## src/rtl/sync_fifo.sv

```systemverilog
`default_nettype none
// ============================================================================
// Module   : sync_fifo
// Brief    : Single-clock FWFT FIFO using all DEPTH entries via pointer wrap
//            bits, with count, almost flags and flush. Optional sticky
//            overflow/underflow flags are built when SYNC_FIFO_ERR_FLAGS_EN
//            is defined.
// Revision : 1.0
// ============================================================================
module sync_fifo #(
    parameter int DATA_WIDTH    = 8,
    parameter int DEPTH         = 16,
    parameter int AFULL_THRESH  = DEPTH - 2,
    parameter int AEMPTY_THRESH = 1
) (
    input  logic                       clk,
    input  logic                       rst,
    input  logic                       flush,
    input  logic                       wr_en,
    input  logic [DATA_WIDTH-1:0]      wr_data,
    input  logic                       rd_en,
    output logic [DATA_WIDTH-1:0]      rd_data,
    output logic                       empty,
    output logic                       full,
    output logic                       almost_empty,
    output logic                       almost_full,
    output logic [$clog2(DEPTH):0]     count,
    output logic                       overflow,
    output logic                       underflow,
    input  logic                       clr_err
);

    localparam int ADDR_WIDTH = $clog2(DEPTH);

    localparam logic [ADDR_WIDTH:0] c_ptr_one      = (ADDR_WIDTH+1)'(1);
    localparam logic [ADDR_WIDTH:0] c_depth        = (ADDR_WIDTH+1)'(DEPTH);
    localparam logic [ADDR_WIDTH:0] c_afull_thresh = (ADDR_WIDTH+1)'(AFULL_THRESH);
    localparam logic [ADDR_WIDTH:0] c_aempty_thresh = (ADDR_WIDTH+1)'(AEMPTY_THRESH);

    logic [DATA_WIDTH-1:0] mem_q [DEPTH];
    logic [ADDR_WIDTH:0]   wr_ptr_q, wr_ptr_d;
    logic [ADDR_WIDTH:0]   rd_ptr_q, rd_ptr_d;
    logic                  wr_acc;
    logic                  rd_acc;

    // All status is decoded from the registered pointers only.
    assign count        = wr_ptr_q - rd_ptr_q;
    assign empty        = (count == '0);
    assign full         = (count == c_depth);
    assign almost_empty = (count <= c_aempty_thresh);
    assign almost_full  = (count >= c_afull_thresh);
    assign rd_data      = mem_q[rd_ptr_q[ADDR_WIDTH-1:0]];

    assign wr_acc = wr_en && !full;
    assign rd_acc = rd_en && !empty;

    always_comb begin
        wr_ptr_d = wr_ptr_q;
        rd_ptr_d = rd_ptr_q;
        if (flush) begin
            wr_ptr_d = '0;
            rd_ptr_d = '0;
        end else begin
            if (wr_acc) wr_ptr_d = wr_ptr_q + c_ptr_one;
            if (rd_acc) rd_ptr_d = rd_ptr_q + c_ptr_one;
        end
    end

    always_ff @(posedge clk or posedge rst) begin
        if (rst) begin
            wr_ptr_q <= '0;
            rd_ptr_q <= '0;
        end else begin
            wr_ptr_q <= wr_ptr_d;
            rd_ptr_q <= rd_ptr_d;
        end
    end

    // Storage carries no reset; a flushed write must not land in memory.
    always_ff @(posedge clk) begin
        if (wr_acc && !flush) begin
            mem_q[wr_ptr_q[ADDR_WIDTH-1:0]] <= wr_data;
        end
    end

`ifdef SYNC_FIFO_ERR_FLAGS_EN
    logic overflow_q, overflow_d;
    logic underflow_q, underflow_d;

    always_comb begin
        overflow_d  = overflow_q;
        underflow_d = underflow_q;
        if (clr_err) begin
            overflow_d  = 1'b0;
            underflow_d = 1'b0;
        end else begin
            if (wr_en && full && !flush)  overflow_d  = 1'b1;
            if (rd_en && empty && !flush) underflow_d = 1'b1;
        end
    end

    always_ff @(posedge clk or posedge rst) begin
        if (rst) begin
            overflow_q  <= 1'b0;
            underflow_q <= 1'b0;
        end else begin
            overflow_q  <= overflow_d;
            underflow_q <= underflow_d;
        end
    end

    assign overflow  = overflow_q;
    assign underflow = underflow_q;
`else
    logic unused_clr_err;
    assign unused_clr_err = clr_err;
    assign overflow       = 1'b0;
    assign underflow      = 1'b0;
`endif

endmodule
`default_nettype wire
```

## config.mk

```make
export PLATFORM = sky130hd
export DESIGN_NAME = sync_fifo
export DESIGN_NICKNAME = d
export VERILOG_FILES = /design/src/rtl/sync_fifo.sv
export SDC_FILE = /design/constraint.sdc
export NUM_CORES = 1
export LEC_CHECK = 0
export ABC_AREA = 1
export ABC_CLOCK_PERIOD_IN_PS = 6500
export CAP_MARGIN = 40
export CORE_AREA = 2 2 144 146
export CTS_CLUSTER_SIZE = 25
export DETAILED_ROUTE_END_ITERATION = 10
export DIE_AREA = 0 0 146 148
export PLACE_DENSITY = 0.49
export SLEW_MARGIN = 20
export SYNTH_ARGS = -nofsm -noshare
export SYNTH_HDL_FRONTEND = slang
export SYNTH_SLANG_ARGS = --single-unit
```

## constraint.sdc

```tcl
create_clock -name clk -period 6.5 [get_ports clk]
set_input_delay 1.3 -clock clk [delete_from_list [all_inputs] [get_ports clk]]
set_output_delay 1.3 -clock clk [all_outputs]
set_load 0.005 [all_outputs]
```

; ---- Word-level counts from Yosys, hierarchy flattened
; Memory sizes are Yosys's and may differ from the RTL's.
; Index checks and enable logic that the tools add are counted.
[classes]
order_cmp = 2
addsub = 3
n_reduce_logical = 9
mux = 6
eq_ne = 1
[op_table]
columns = cell, count
row1 = 2-to-1 mux 5 bit, 4
row2 = "adder 5 x 1 -> 5 bit, second input constant", 2
row3 = "== test 5 bit, second input constant", 1
row4 = ">= comparator 5 x 4 -> 1 bit, second input constant", 1
row5 = "less-or-equal comparator 5 x 1 -> 1 bit, second input constant", 1
row6 = logical NOT 5 bit, 1
row7 = subtractor 5 bit, 1
row8 = nonzero test 2 bit, 2
row9 = logical AND 1 bit, 3
row10 = logical NOT 1 bit, 3
row11 = 2-to-1 mux 1 bit, 2
[word_totals]
n_memories = 1
ram_bits = 128
out_inout_bits = 19
regBits = 10
[mem_list]
columns = memory, words, word_bits, rd, rd_ports_with_merged_regs, write_ports, line_no
row1 = mem_q, 16, 8, 1, 0, 1, 40  ; logic [DATA_WIDTH-1:0] mem_q [DEPTH];

; ---- Logic depth before layout (Yosys ltp)
; Gate-level depths: netlist (run 1).
[logic_depth]
depth_word = 7
mapped_depth = 11
ltp_nobuf = 11

; ---- Worst setup path before layout (run 1)
; Ideal clock, no wire load.
[synth_timing]
kind = flip-flop to output port
start = register rd_ptr_q[2]
end = output almost_full
t_arrival_ps = 1811
path_slack_ps = 3389
path_stages_with_launch = 7
path_cell_list = dfrtp_1 -> inv_1 -> clkbuf_1 -> ha_1 -> xnor2_1 -> inv_2 -> o31ai_1
[synth_via]
elab_chain_len = 2
[synth_rtl]
columns = item, line_no
row1 = start: declaration, 42  ; logic [ADDR_WIDTH:0] rd_ptr_q, rd_ptr_d;
row2 = start signal: assignment, 75  ; rd_ptr_q <= rd_ptr_d;
row3 = subtractor 5 bit, 47  ; assign count = wr_ptr_q - rd_ptr_q;
row4 = via count[2], 27  ; output logic [$clog2(DEPTH):0] count,
row5 = >= comparator 5 x 4 -> 1 bit, 51  ; assign almost_full = (count >= c_afull_thresh);
row6 = end: declaration, 26  ; output logic almost_full,
; The timed path passes the listed nets, and every way through them passes these cells.

; ---- Worst setup path in the final report (run 1)
[layout_timing]
start = register rd_ptr_q[0]
end = output full
[layout_via]
elab_chain_len = 2
[layout_rtl]
columns = item, line_no
row1 = subtractor 5 bit, 47
row2 = == test 5 bit, 49  ; assign full = (count == c_depth);
row3 = end: declaration, 24  ; output logic full,
; No other way between the ends.

==> run_results.csv, run 1 <==
group,metric,value,unit
clock_tree,htreeDepth,4,
timing,min_period_over_period,0.715,
power_and_ir_drop,p_per_area,375,nW/um2
outcome,status,"complete, no violations",
critical_path,r2r_cells,10,
route,drt-total-wl,14200,um
place,dp_cells,780,
hold_path,hold_class,"reg -> reg",
floorplanning,die_width,146,um
clock_tree,numCtsBuffers,17,
clock_tree,path_clk_slew,0.05,ns
final_layout,drive_above_1_share,0.0991,
global_routing,overflow,0,
clock_tree,hold_buffers,0,
logic_synthesis,synth_edf_count,128,
timing,finalHoldViolations,0,
logic_synthesis,ys_types,29,
floorplanning,start_util,0.297,
critical_path,critPathLaunchType,"flip-flop",
floorplanning,ios,33,
clock_tree,cts_tree,"done",
final_layout,final_area,7160,um2
final_layout,layout.nets,558,
clock_tree,cts_num_sinks,138,
hold_path,min_from,"wr_ptr_q[4]$_DFFE_PP0P_",
logic_synthesis,postSynthCellCount,496,
global_routing,grt_usage,0.137,
timing,fin_ws,1.85,ns
route,ant_nets,0,
route,vias,3846,
logic_synthesis,async_reset_ff_frac,0.0725,
final_layout,antenna_cells,0,
place,gp_congestion,0.785,
route,remaining_drc_errors,0,
timing,timing.slew.headroom,0.462,
floorplanning,rows,52,
clock_tree,post-cts-setup-buffers,0,
critical_path,cp_max_fo,42,
logic_synthesis,ys_ff_latch,138,
route,first_pass_iters,4,
route,met3_length,674,um
critical_path,r2r-end,"mem_q[5][1]$_DFFE_PP_",
timing,rsz0062_at_grt,"no",
route,dr.max_layer_used,"met4",
global_routing,antenna_found_initial,0,
logic_synthesis,yosysWarnings,0,
final_layout,syn2layout_area_growth,20.2,%
critical_path,path_class,"reg -> out",
critical_path,worstPathArrival,3.35,ns
logic_synthesis,avgSynthCellArea,12.0,um2
clock_tree,cts_root_buf,"clkbuf_16",
clock_tree,cts_resized,0,
global_routing,grt_max_degree,65,
power_and_ir_drop,p_leak,0.00250,uW
critical_path,reg2reg_setup_slack,3.03,ns
job,maxCapViolations,0,
route,drt_iter0_markers,425,
critical_path,crit_required,5.20,ns
place,dp_hpwl,9170,um
timing,max_freq,215,MHz
logic_synthesis,netlist_area,5960,um2
logic_synthesis,ys_seq_area_frac,0.687,
route,wl_met1,6320,um
final_layout,instances_no_fill,815,
floorplanning,core,20000,um2
global_routing,grt_pass1_vias,3798,
logic_synthesis,synth_ff_type,"edfxtp_1",
route,via_per_inst,4.72,
route,wl_per_cell,17.4,um
place,pre_cts_ws,2.26,ns
clock_tree,clk_latency,0.41,ns
timing,worst_slew_pin_slew,0.806,ns
timing,skew,0.00499,ns
timing,finalSetupTns,0,ns
timing,setup_viol,0,
timing,fin_crit,4.65,ns
place,io_buffer_count,29,
hold_path,min_to,"wr_ptr_q[4]$_DFFE_PP0P_",
timing,slew_violations,0,
critical_path,end_kind,"output port",
floorplanning,fp.dieH,148,um
critical_path,timing.rr.start,"rd_ptr_q[0]$_DFFE_PP0P_",
power_and_ir_drop,ir_drop,0.166,mV
global_routing,grt_pass1_wl,22000,um
clock_tree,clock_path_buffers,2,
hold_path,hold_path_depth,2,
route,wl_met2,7080,um
place,place_area,6570,um2
floorplanning,die_area,21600,um2
-- power by group --
group / leakage, uW / internal [uW] / switching [uW] / total [uW]
clock: 0.000262 / 556 / 348 / 904
combinational: 0.000945 / 311 / 444 / 755
sequential: 0.00129 / 995 / 27.8 / 1020
total: 0.00250 / 1860 / 820 / 2680
-- flip-flops by register name (all words and copies together), names as in the netlist --
register,cells
mem_q,128
wr_ptr_q,5
rd_ptr_q,5
-- critical path, stage by stage, from the launching register on --
cell and delay, ns:
dfrtp_2 0.59, buf_4 0.36, ha_1 0.27, fa_1 0.41, nand3b_1 0.22, nand2_1 0.11, nand2_1 0.06, nand2_1 0.14
nand4_4 0.17, inv_1 0.11, clkdlybuf4s50_1 0.51
-- per-stage QoR --
stage | power (uW) | hold WS, ns | util
after global placement | 1790 | 0.532 | 0.323
after CTS | 2710 | 0.572 | 0.355
after detailed placement | 1800 | 0.560 | 0.328
after floorplan | 1470 | 0.513 | -
after global routing | 2840 | 0.621 | 0.357
final | 2680 | 0.572 | 0.357
-- cells in the mapped netlist, types with 2 or more instances --
cell type	instances	area [um2]
buf_4	2	15.0
ha_1	9	113
inv_1	23	86.3
o211ai_1	16	120
buf_2	8	40.0
dfrtp_1	10	250
nor2_1	84	315
xor2_1	6	52.6
o21ai_0	64	320
o221ai_1	16	140
o22ai_1	16	100
nand3_1	18	90.1
edfxtp_1	128	3840
clkbuf_1	19	71.3
inv_2	2	7.51
nand4_1	10	62.6
nand2_1	53	199
-- placed cells by master (no fill, tap or decap), drive strengths merged --
cell / synthesis / final
edfxtp: 128 / 128
nor2: 84 / 84
o21ai: 64 / 64
nand2: 53 / 53
clkdlybuf4s50: 0 / 29
inv: 25 / 25
nand3: 19 / 19
buf: 11 / 19
clkbuf: 19 / 17
o22ai: 16 / 16
o221ai: 16 / 16
o211ai: 16 / 16
nand4: 12 / 12
dfrtp: 10 / 10
ha: 9 / 9
clkinv: 0 / 7
xor2: 6 / 6
clkinvlp: 0 / 4
conb: 1 / 2
bufinv: 0 / 2
a21oi: 2 / 2
nand3b: 1 / 1
xnor2: 1 / 1
nor4: 1 / 1
o31ai: 1 / 1
fa: 1 / 1
-- logic make-up after synthesis --
kind of cell	after synthesis	synth area share
AND/OR/NAND/NOR	170	0.123
flip-flops	138	0.687
AO/OA/AOI/OAI	115	0.118
buffers and inverters	55	0.0389
adder cells (fa/ha/maj)	10	0.0223
XOR/XNOR	7	0.0103
other	1	0.000630
-- routing by layer --
| layer | up-vias | global-route usage |
|---|---|---|
| met5 | - | 0 |
| met4 | 0 | 0.0500 |
| met3 | 12 | 0.0299 |
| met2 | 82 | 0.226 |
| met1 | 1863 | 0.178 |
| li1 | 1889 | - |
-- worst max-delay path by stage --
stage                   endpoint  cells past startpoint                    start
CTS                         full                     10  rd_ptr_q[0]$_DFFE_PP0P_
global route        almost_empty                      9  rd_ptr_q[0]$_DFFE_PP0P_
detailed placement          full                     10  rd_ptr_q[0]$_DFFE_PP0P_
finish                      full                     10  rd_ptr_q[0]$_DFFE_PP0P_
floorplan            almost_full                      6  rd_ptr_q[2]$_DFFE_PP0P_
global placement           empty                      8  rd_ptr_q[2]$_DFFE_PP0P_
-- layout make-up --
class                      count  area, um2
clock buffer                  17        425
clock inverter                13        130
sequential                   138       4100
inverter                      25       93.8
multi-input combinational    304       1640
timing repair buffer          48        440
tap                          270        338
fill                        1999      12900
Note: power is estimated with default switching activity, not from simulation.
==> run 2: changes to the inputs <==
--- a/config.mk
+++ b/config.mk
@@ -6,7 +6,7 @@
 export NUM_CORES = 1
 export LEC_CHECK = 0
 export ABC_AREA = 1
-export ABC_CLOCK_PERIOD_IN_PS = 6500
+export ABC_CLOCK_PERIOD_IN_PS = 4800
 export CAP_MARGIN = 40
 export CORE_AREA = 2 2 144 146
 export CTS_CLUSTER_SIZE = 25
==> constraint.sdc (replaced) <==
create_clock -name clk -period 4.8 [get_ports clk]
set_input_delay 0.96 -clock clk [delete_from_list [all_inputs] [get_ports clk]]
set_output_delay 0.96 -clock clk [all_outputs]
set_load 0.005 [all_outputs]
==> run 2 against run 1 <==
Flip-flop and latch count did not move. Clock power increased by 39%. Combinational power increased by 39%. Clock skew grew 0.0021 ns. Final area rose by 0.26%. Critical endpoint is now almost_empty. Largest cell class unchanged. Largest power group unchanged. Highest routed layer unchanged.
==> run_results.csv, run 2 (synthesized netlist as in run 1, its figures left out) <==
group,metric,value,unit
clock_tree,post-cts-setup-buffers,0,
global_routing,busiest_layer,"met2",
global_routing,grt_max_degree,66,
place,dp_hpwl,9230,um
timing,finalSetupTns,0,ns
global_routing,grt_use_met1,0.179,
clock_tree,cts_num_sinks,138,
timing,timing.slew.headroom,0.457,
clock_tree,cts_root_buf,"clkbuf_16",
final_layout,antenna_cells,0,
global_routing,grt_pass1_vias,3834,
critical_path,path_class,"reg -> out",
power_and_ir_drop,p_per_area,513,nW/um2
floorplanning,ios,33,
critical_path,slowest_delay,0.65,ns
global_routing,grt_util_met2,0.233,
clock_tree,hold_buffers,0,
final_layout,layout_common_cells,"edfxtp_1 (128), nor2_1 (84), o21ai_0 (64), nand2_1 (53), clkdlybuf4s50_1 (29)",
critical_path,critPathLaunchType,"flip-flop",
critical_path,crit_required,3.84,ns
route,remaining_drc_errors,0,
final_layout,mostFrequentLayoutCell,"edfxtp_1",
power_and_ir_drop,p_leak,0.00251,uW
route,drt_iter0_markers,333,
global_routing,grt_pass1_wl,22400,um
global_routing,grt_usage,0.139,
global_routing,overflow,0,
clock_tree,htreeDepth,4,
place,dp_cells,778,
final_layout,syn2layout_area_growth,20.5,%
place,gp_congestion,0.769,
critical_path,cp_slowest_cell,"dfrtp_1",
floorplanning,core,20000,um2
critical_path,end_kind,"output port",
clock_tree,cts_resized,0,
critical_path,crit_top_cell,"nand2_1",
job,maxCapViolations,0,
global_routing,grt_use_met3,0.0272,
power_and_ir_drop,ir_drop,0.244,mV
route,drt-total-wl,14500,um
floorplanning,rows,52,
place,io_buffer_count,29,
clock_tree,clock_path_buffers,2,
timing,worst_slew_pin_slew,0.811,ns
critical_path,cp_max_fo,11,
timing,min_period_over_period,0.828,
timing,slew_violations,0,
floorplanning,start_util,0.297,
critical_path,crit_family,"buffers and inverters",
critical_path,worstPathArrival,3.01,ns
timing,fin_crit,3.97,ns
final_layout,largest_reg_flops,128,
hold_path,hold_class,"reg -> reg",
clock_tree,clk_latency,0.42,ns
route,vias,3929,
clock_tree,path_clk_slew,0.06,ns
timing,max_freq,252,MHz
outcome,status,"complete, no violations",
route,via_per_inst,4.81,
critical_path,crit_chain,"inv_2 > ha_1 > a21oi_2 > nand2_1 > nand2_1 > nand2_1 > nor4_1 > clkdlybuf4s50_1",
route,wl_per_cell,17.8,um
final_layout,instances_no_fill,816,
timing,setup_viol,0,
final_layout,layout.nets,557,
route,first_pass_iters,4,
floorplanning,fp.dieH,148,um
critical_path,critPathBufInv,2,
floorplanning,die_width,146,um
timing,skew,0.00710,ns
floorplanning,die_area,21600,um2
route,ant_nets,0,
final_layout,nFillCells,2006,
timing,rsz0062_at_grt,"no",
timing,finalHoldViolations,0,
clock_tree,numCtsBuffers,17,
clock_tree,cts_tree,"done",
global_routing,antenna_found_initial,0,
final_layout,drive_above_1_share,0.0989,
run 2: cell count changes in the layout (fill, tap and decap cells not counted):
| cell | before | now |
|---|---|---|
| inv_8 | 0 | 1 |
| clkinvlp_4 | 4 | 2 |
| buf_12 | 0 | 1 |
| inv_6 | 1 | 2 |
| buf_8 | 1 | 0 |
| clkinv_4 | 1 | 3 |
| clkbuf_1 | 0 | 1 |
| clkinv_2 | 3 | 2 |
| buf_4 | 18 | 17 |
run 2: final timing paths:
check	cells past startpoint	slack (ns)	startpoint	end
max in group asynchronous	2	3.64	rst	rd_ptr_q[0]$_DFFE_PP0P_
min in group asynchronous	2	0.83	rst	wr_ptr_q[3]$_DFFE_PP0P_
max	8	0.83	rd_ptr_q[3]$_DFFE_PP0P_	almost_empty
min reg2reg	2	0.56	wr_ptr_q[4]$_DFFE_PP0P_	wr_ptr_q[4]$_DFFE_PP0P_
max reg2reg	9	1.64	rd_ptr_q[3]$_DFFE_PP0P_	mem_q[8][2]$_DFFE_PP_
min	2	0.56	wr_ptr_q[4]$_DFFE_PP0P_	wr_ptr_q[4]$_DFFE_PP0P_
run 2: worst reg2reg max path: cells and delay by family (launching register included):
family                     cells  cell delay (ns)
AOI/OAI and AO/OA              1             0.19
adders and majority gates      1             0.40
buffers and inverters          1             0.26
DFF                            1             0.65
and+or+nand+nor                6             1.28
run 2: cell type report:
class,count,area [um2],area share
clock buffer,18,429,0.0598
clock inverter,14,148,0.0206
inverter,25,93.8,0.0131
multi-input combinational,304,1640,0.228
sequential,138,4100,0.571
tap,270,338,0.0471
timing repair buffer,47,438,0.0610
run 2: where the power goes:
part | switching [uW] | internal [uW]
Combinational | 623 | 425
Sequential | 23.5 | 1350
Clock | 496 | 766
run 2: per-stage QoR:
| step | setup WS (ns) | hold slack [ns] | util | area, um2 | total power (uW) |
|---|---|---|---|---|---|
| after floorplan | 2.03 | 0.513 | - | 5960 | 2000 |
| after global routing | 0.705 | 0.587 | 0.358 | 7180 | 3900 |
| after global placement | 1.33 | 0.529 | 0.324 | 6500 | 2430 |
| final | 0.827 | 0.560 | 0.358 | 7180 | 3680 |
| after CTS | 0.783 | 0.561 | 0.356 | 7130 | 3730 |
| after detailed placement | 1.26 | 0.547 | 0.327 | 6560 | 2450 |
run 2: layer usage:
metal	wire (um)	vias to the layer above
met5	0	-
met2	7290	74
met1	6530	1955
met3	406	19
met4	282	0
li1	-	1881
==> run 3: changes to the inputs <==
--- a/config.mk
+++ b/config.mk
@@ -6,13 +6,13 @@
 export NUM_CORES = 1
 export LEC_CHECK = 0
 export ABC_AREA = 1
-export ABC_CLOCK_PERIOD_IN_PS = 4800
+export ABC_CLOCK_PERIOD_IN_PS = 3400
 export CAP_MARGIN = 40
 export CORE_AREA = 2 2 144 146
 export CTS_CLUSTER_SIZE = 25
 export DETAILED_ROUTE_END_ITERATION = 10
 export DIE_AREA = 0 0 146 148
-export PLACE_DENSITY = 0.49
+export PLACE_DENSITY = 0.51
 export SLEW_MARGIN = 20
 export SYNTH_ARGS = -nofsm -noshare
 export SYNTH_HDL_FRONTEND = slang
==> constraint.sdc (replaced) <==
create_clock -name clk -period 3.4 [get_ports clk]
set_input_delay 0.68 -clock clk [delete_from_list [all_inputs] [get_ports clk]]
set_output_delay 0.68 -clock clk [all_outputs]
set_load 0.005 [all_outputs]
==> run 3 against run 2 <==
Non-clock buffer count is 14 higher. Core utilization is 0.99 points higher. Register-to-register slack worse by 0.91 ns. Clock power is 50% higher. First-iteration DRC count is 20% lower. Via count is 2.6% higher. Global-route usage is 0.11 points lower. Wire length is 2.0% higher. Sequential share of layout area is 1.5 points lower. Largest power group unchanged.
==> run_results.csv, run 3 (synthesized netlist as in run 1, its figures left out) <==
group,metric,value,unit
outcome,status,"complete, no violations",
critical_path,r2r_cells,11,
clock_tree,cts_num_sinks,138,
final_layout,antenna_cells,0,
floorplanning,rows,52,
power_and_ir_drop,power,5440,uW
global_routing,grt_pass1_vias,4037,
final_layout,layout.nets,571,
critical_path,r2r-end,"mem_q[0][6]$_DFFE_PP_",
critical_path,timing.rr.start,"rd_ptr_q[0]$_DFFE_PP0P_",
floorplanning,start_util,0.297,
timing,finalSetupTns,0,ns
hold_path,hold_class,"reg -> reg",
final_layout,mostFrequentLayoutCell,"edfxtp_1",
job,maxCapViolations,0,
timing,skew,0.0121,ns
global_routing,grt_pass1_wl,22500,um
place,dp_hpwl,8890,um
critical_path,endpoint,"rd_data[5]",
floorplanning,fp.dieH,148,um
critical_path,crit_required,2.72,ns
power_and_ir_drop,p_leak,0.00261,uW
route,wl_per_cell,17.8,um
timing,timing.slew.headroom,0.600,
critical_path,worstPathArrival,2.61,ns
route,drt_iter0_markers,267,
floorplanning,die_area,21600,um2
clock_tree,path_clk_slew,0.06,ns
critical_path,reg2reg_setup_slack,0.73,ns
final_layout,post-route-util,0.368,
place,place_area,6660,um2
clock_tree,numCtsBuffers,17,
final_layout,largest_reg_flops,128,
floorplanning,die_width,146,um
clock_tree,htreeDepth,4,
critical_path,end_kind,"output port",
timing,min_period_over_period,0.969,
final_layout,syn2layout_area_growth,23.8,%
final_layout,drive_above_1_share,0.136,
critical_path,path_class,"reg -> out",
timing,slew_violations,0,
clock_tree,cts_root_buf,"clkbuf_16",
final_layout,layout_common_cells,"edfxtp_1 (128), nor2_1 (84), o21ai_0 (63), nand2_1 (51), buf_4 (29)",
clock_tree,cts_tree,"done",
route,vias,4030,
timing,worst_slew_pin_slew,0.598,ns
clock_tree,clock_path_buffers,2,
route,remaining_drc_errors,0,
power_and_ir_drop,p_per_area,737,nW/um2
global_routing,grt_max_degree,65,
critical_path,crit_path_start,"rd_ptr_q[0]$_DFFE_PP0P_",
timing,finalHoldWorstSlack,0.563,ns
clock_tree,clk_latency,0.41,ns
global_routing,grt_usage,0.138,
timing,finalHoldViolations,0,
place,io_buffer_count,29,
global_routing,antenna_found_initial,0,
critical_path,critPathLaunchType,"flip-flop",
power_and_ir_drop,ir_drop,0.294,mV
timing,fin_crit,3.29,ns
floorplanning,core,20000,um2
route,drt-total-wl,14800,um
place,gp_congestion,0.762,
timing,setup_viol,0,
route,ant_nets,0,
route,first_pass_iters,4,
clock_tree,hold_buffers,0,
timing,max_freq,304,MHz
critical_path,cp_max_fo,64,
final_layout,final_area,7380,um2
floorplanning,ios,33,
route,via_per_inst,4.86,
global_routing,overflow,0,
## run 3: cell count changes in the layout (fill, tap and decap cells not counted), moves of 2 or more
cell / before / now
buf_4: 17 / 29
clkinv_2: 2 / 0
clkinv_4: 3 / 1
ha_1: 9 / 7
ha_2: 0 / 2
inv_6: 2 / 4
nand2_1: 53 / 51
nand2_2: 0 / 2
## run 3: how the worst min path moves through the flow
| stage | startpoint | endpoint | slack, ns | cells past startpoint |
|---|---|---|---|---|
| finish | wr_ptr_q[4]$_DFFE_PP0P_ | wr_ptr_q[4]$_DFFE_PP0P_ | 0.56 | 2 |
| global route | rst | wr_ptr_q[4]$_DFFE_PP0P_ | 0.61 | 2 |
| CTS | wr_ptr_q[4]$_DFFE_PP0P_ | wr_ptr_q[4]$_DFFE_PP0P_ | 0.57 | 2 |
| detailed placement | wr_ptr_q[4]$_DFFE_PP0P_ | wr_ptr_q[4]$_DFFE_PP0P_ | 0.56 | 2 |
| global placement | wr_ptr_q[4]$_DFFE_PP0P_ | wr_ptr_q[4]$_DFFE_PP0P_ | 0.54 | 2 |
| floorplan | wr_ptr_q[4]$_DFFE_PP0P_ | wr_ptr_q[4]$_DFFE_PP0P_ | 0.51 | 2 |
## run 3: report_power, final
part / leakage (uW) / internal, uW / switching (uW)
sequential: 0.00129 / 1900 / 30.3
combinational: 0.00103 / 694 / 920
clock: 0.000290 / 1170 / 723
## run 3: layer usage
metal  GRT usage  vias up  wire length [um]
met5           0        -                 0
met4      0.0471        0               247
met3      0.0309       20               705
met2       0.240       86              7530
met1       0.172     2009              6330
li1            -     1915                 -
## run 3: critical path, stage by stage, from the launching register on
cell and delay, ns:
dfrtp_2 0.45, buf_12 0.18, clkinv_1 0.14, buf_12 0.22, o21ai_0 0.19, o22ai_1 0.10, o211ai_1 0.28, nand2_1 0.14
clkdlybuf4s50_1 0.48
## run 3: layout make-up
cell class / count / area, um2
well taps: 270 / 338
fillers: 1952 / 12700
repair buffers: 61 / 572
flip-flops and latches: 138 / 4100
inverters: 25 / 93.8
clock inverters: 15 / 186
clock buffers: 17 / 425
multi-input cells: 304 / 1660
## run 3: through the flow
step           setup slack, ns  cells
6_report                 0.105    830
5_1_grt               -0.00172    830
4_1_cts                -0.0365    825
3_5_place_dp             0.229    792
3_3_place_gp             0.294    792
2_1_floorplan            0.717    497
## run 3: timing repair
| action | in CTS | in global routing |
|---|---|---|
| setup endpoints to repair | 12 | 12 |
| gates cloned | 0 | 1 |
| pin swaps | 0 | 1 |
| resized for setup | 6 | 7 |
| setup buffers | 1 | 4 |
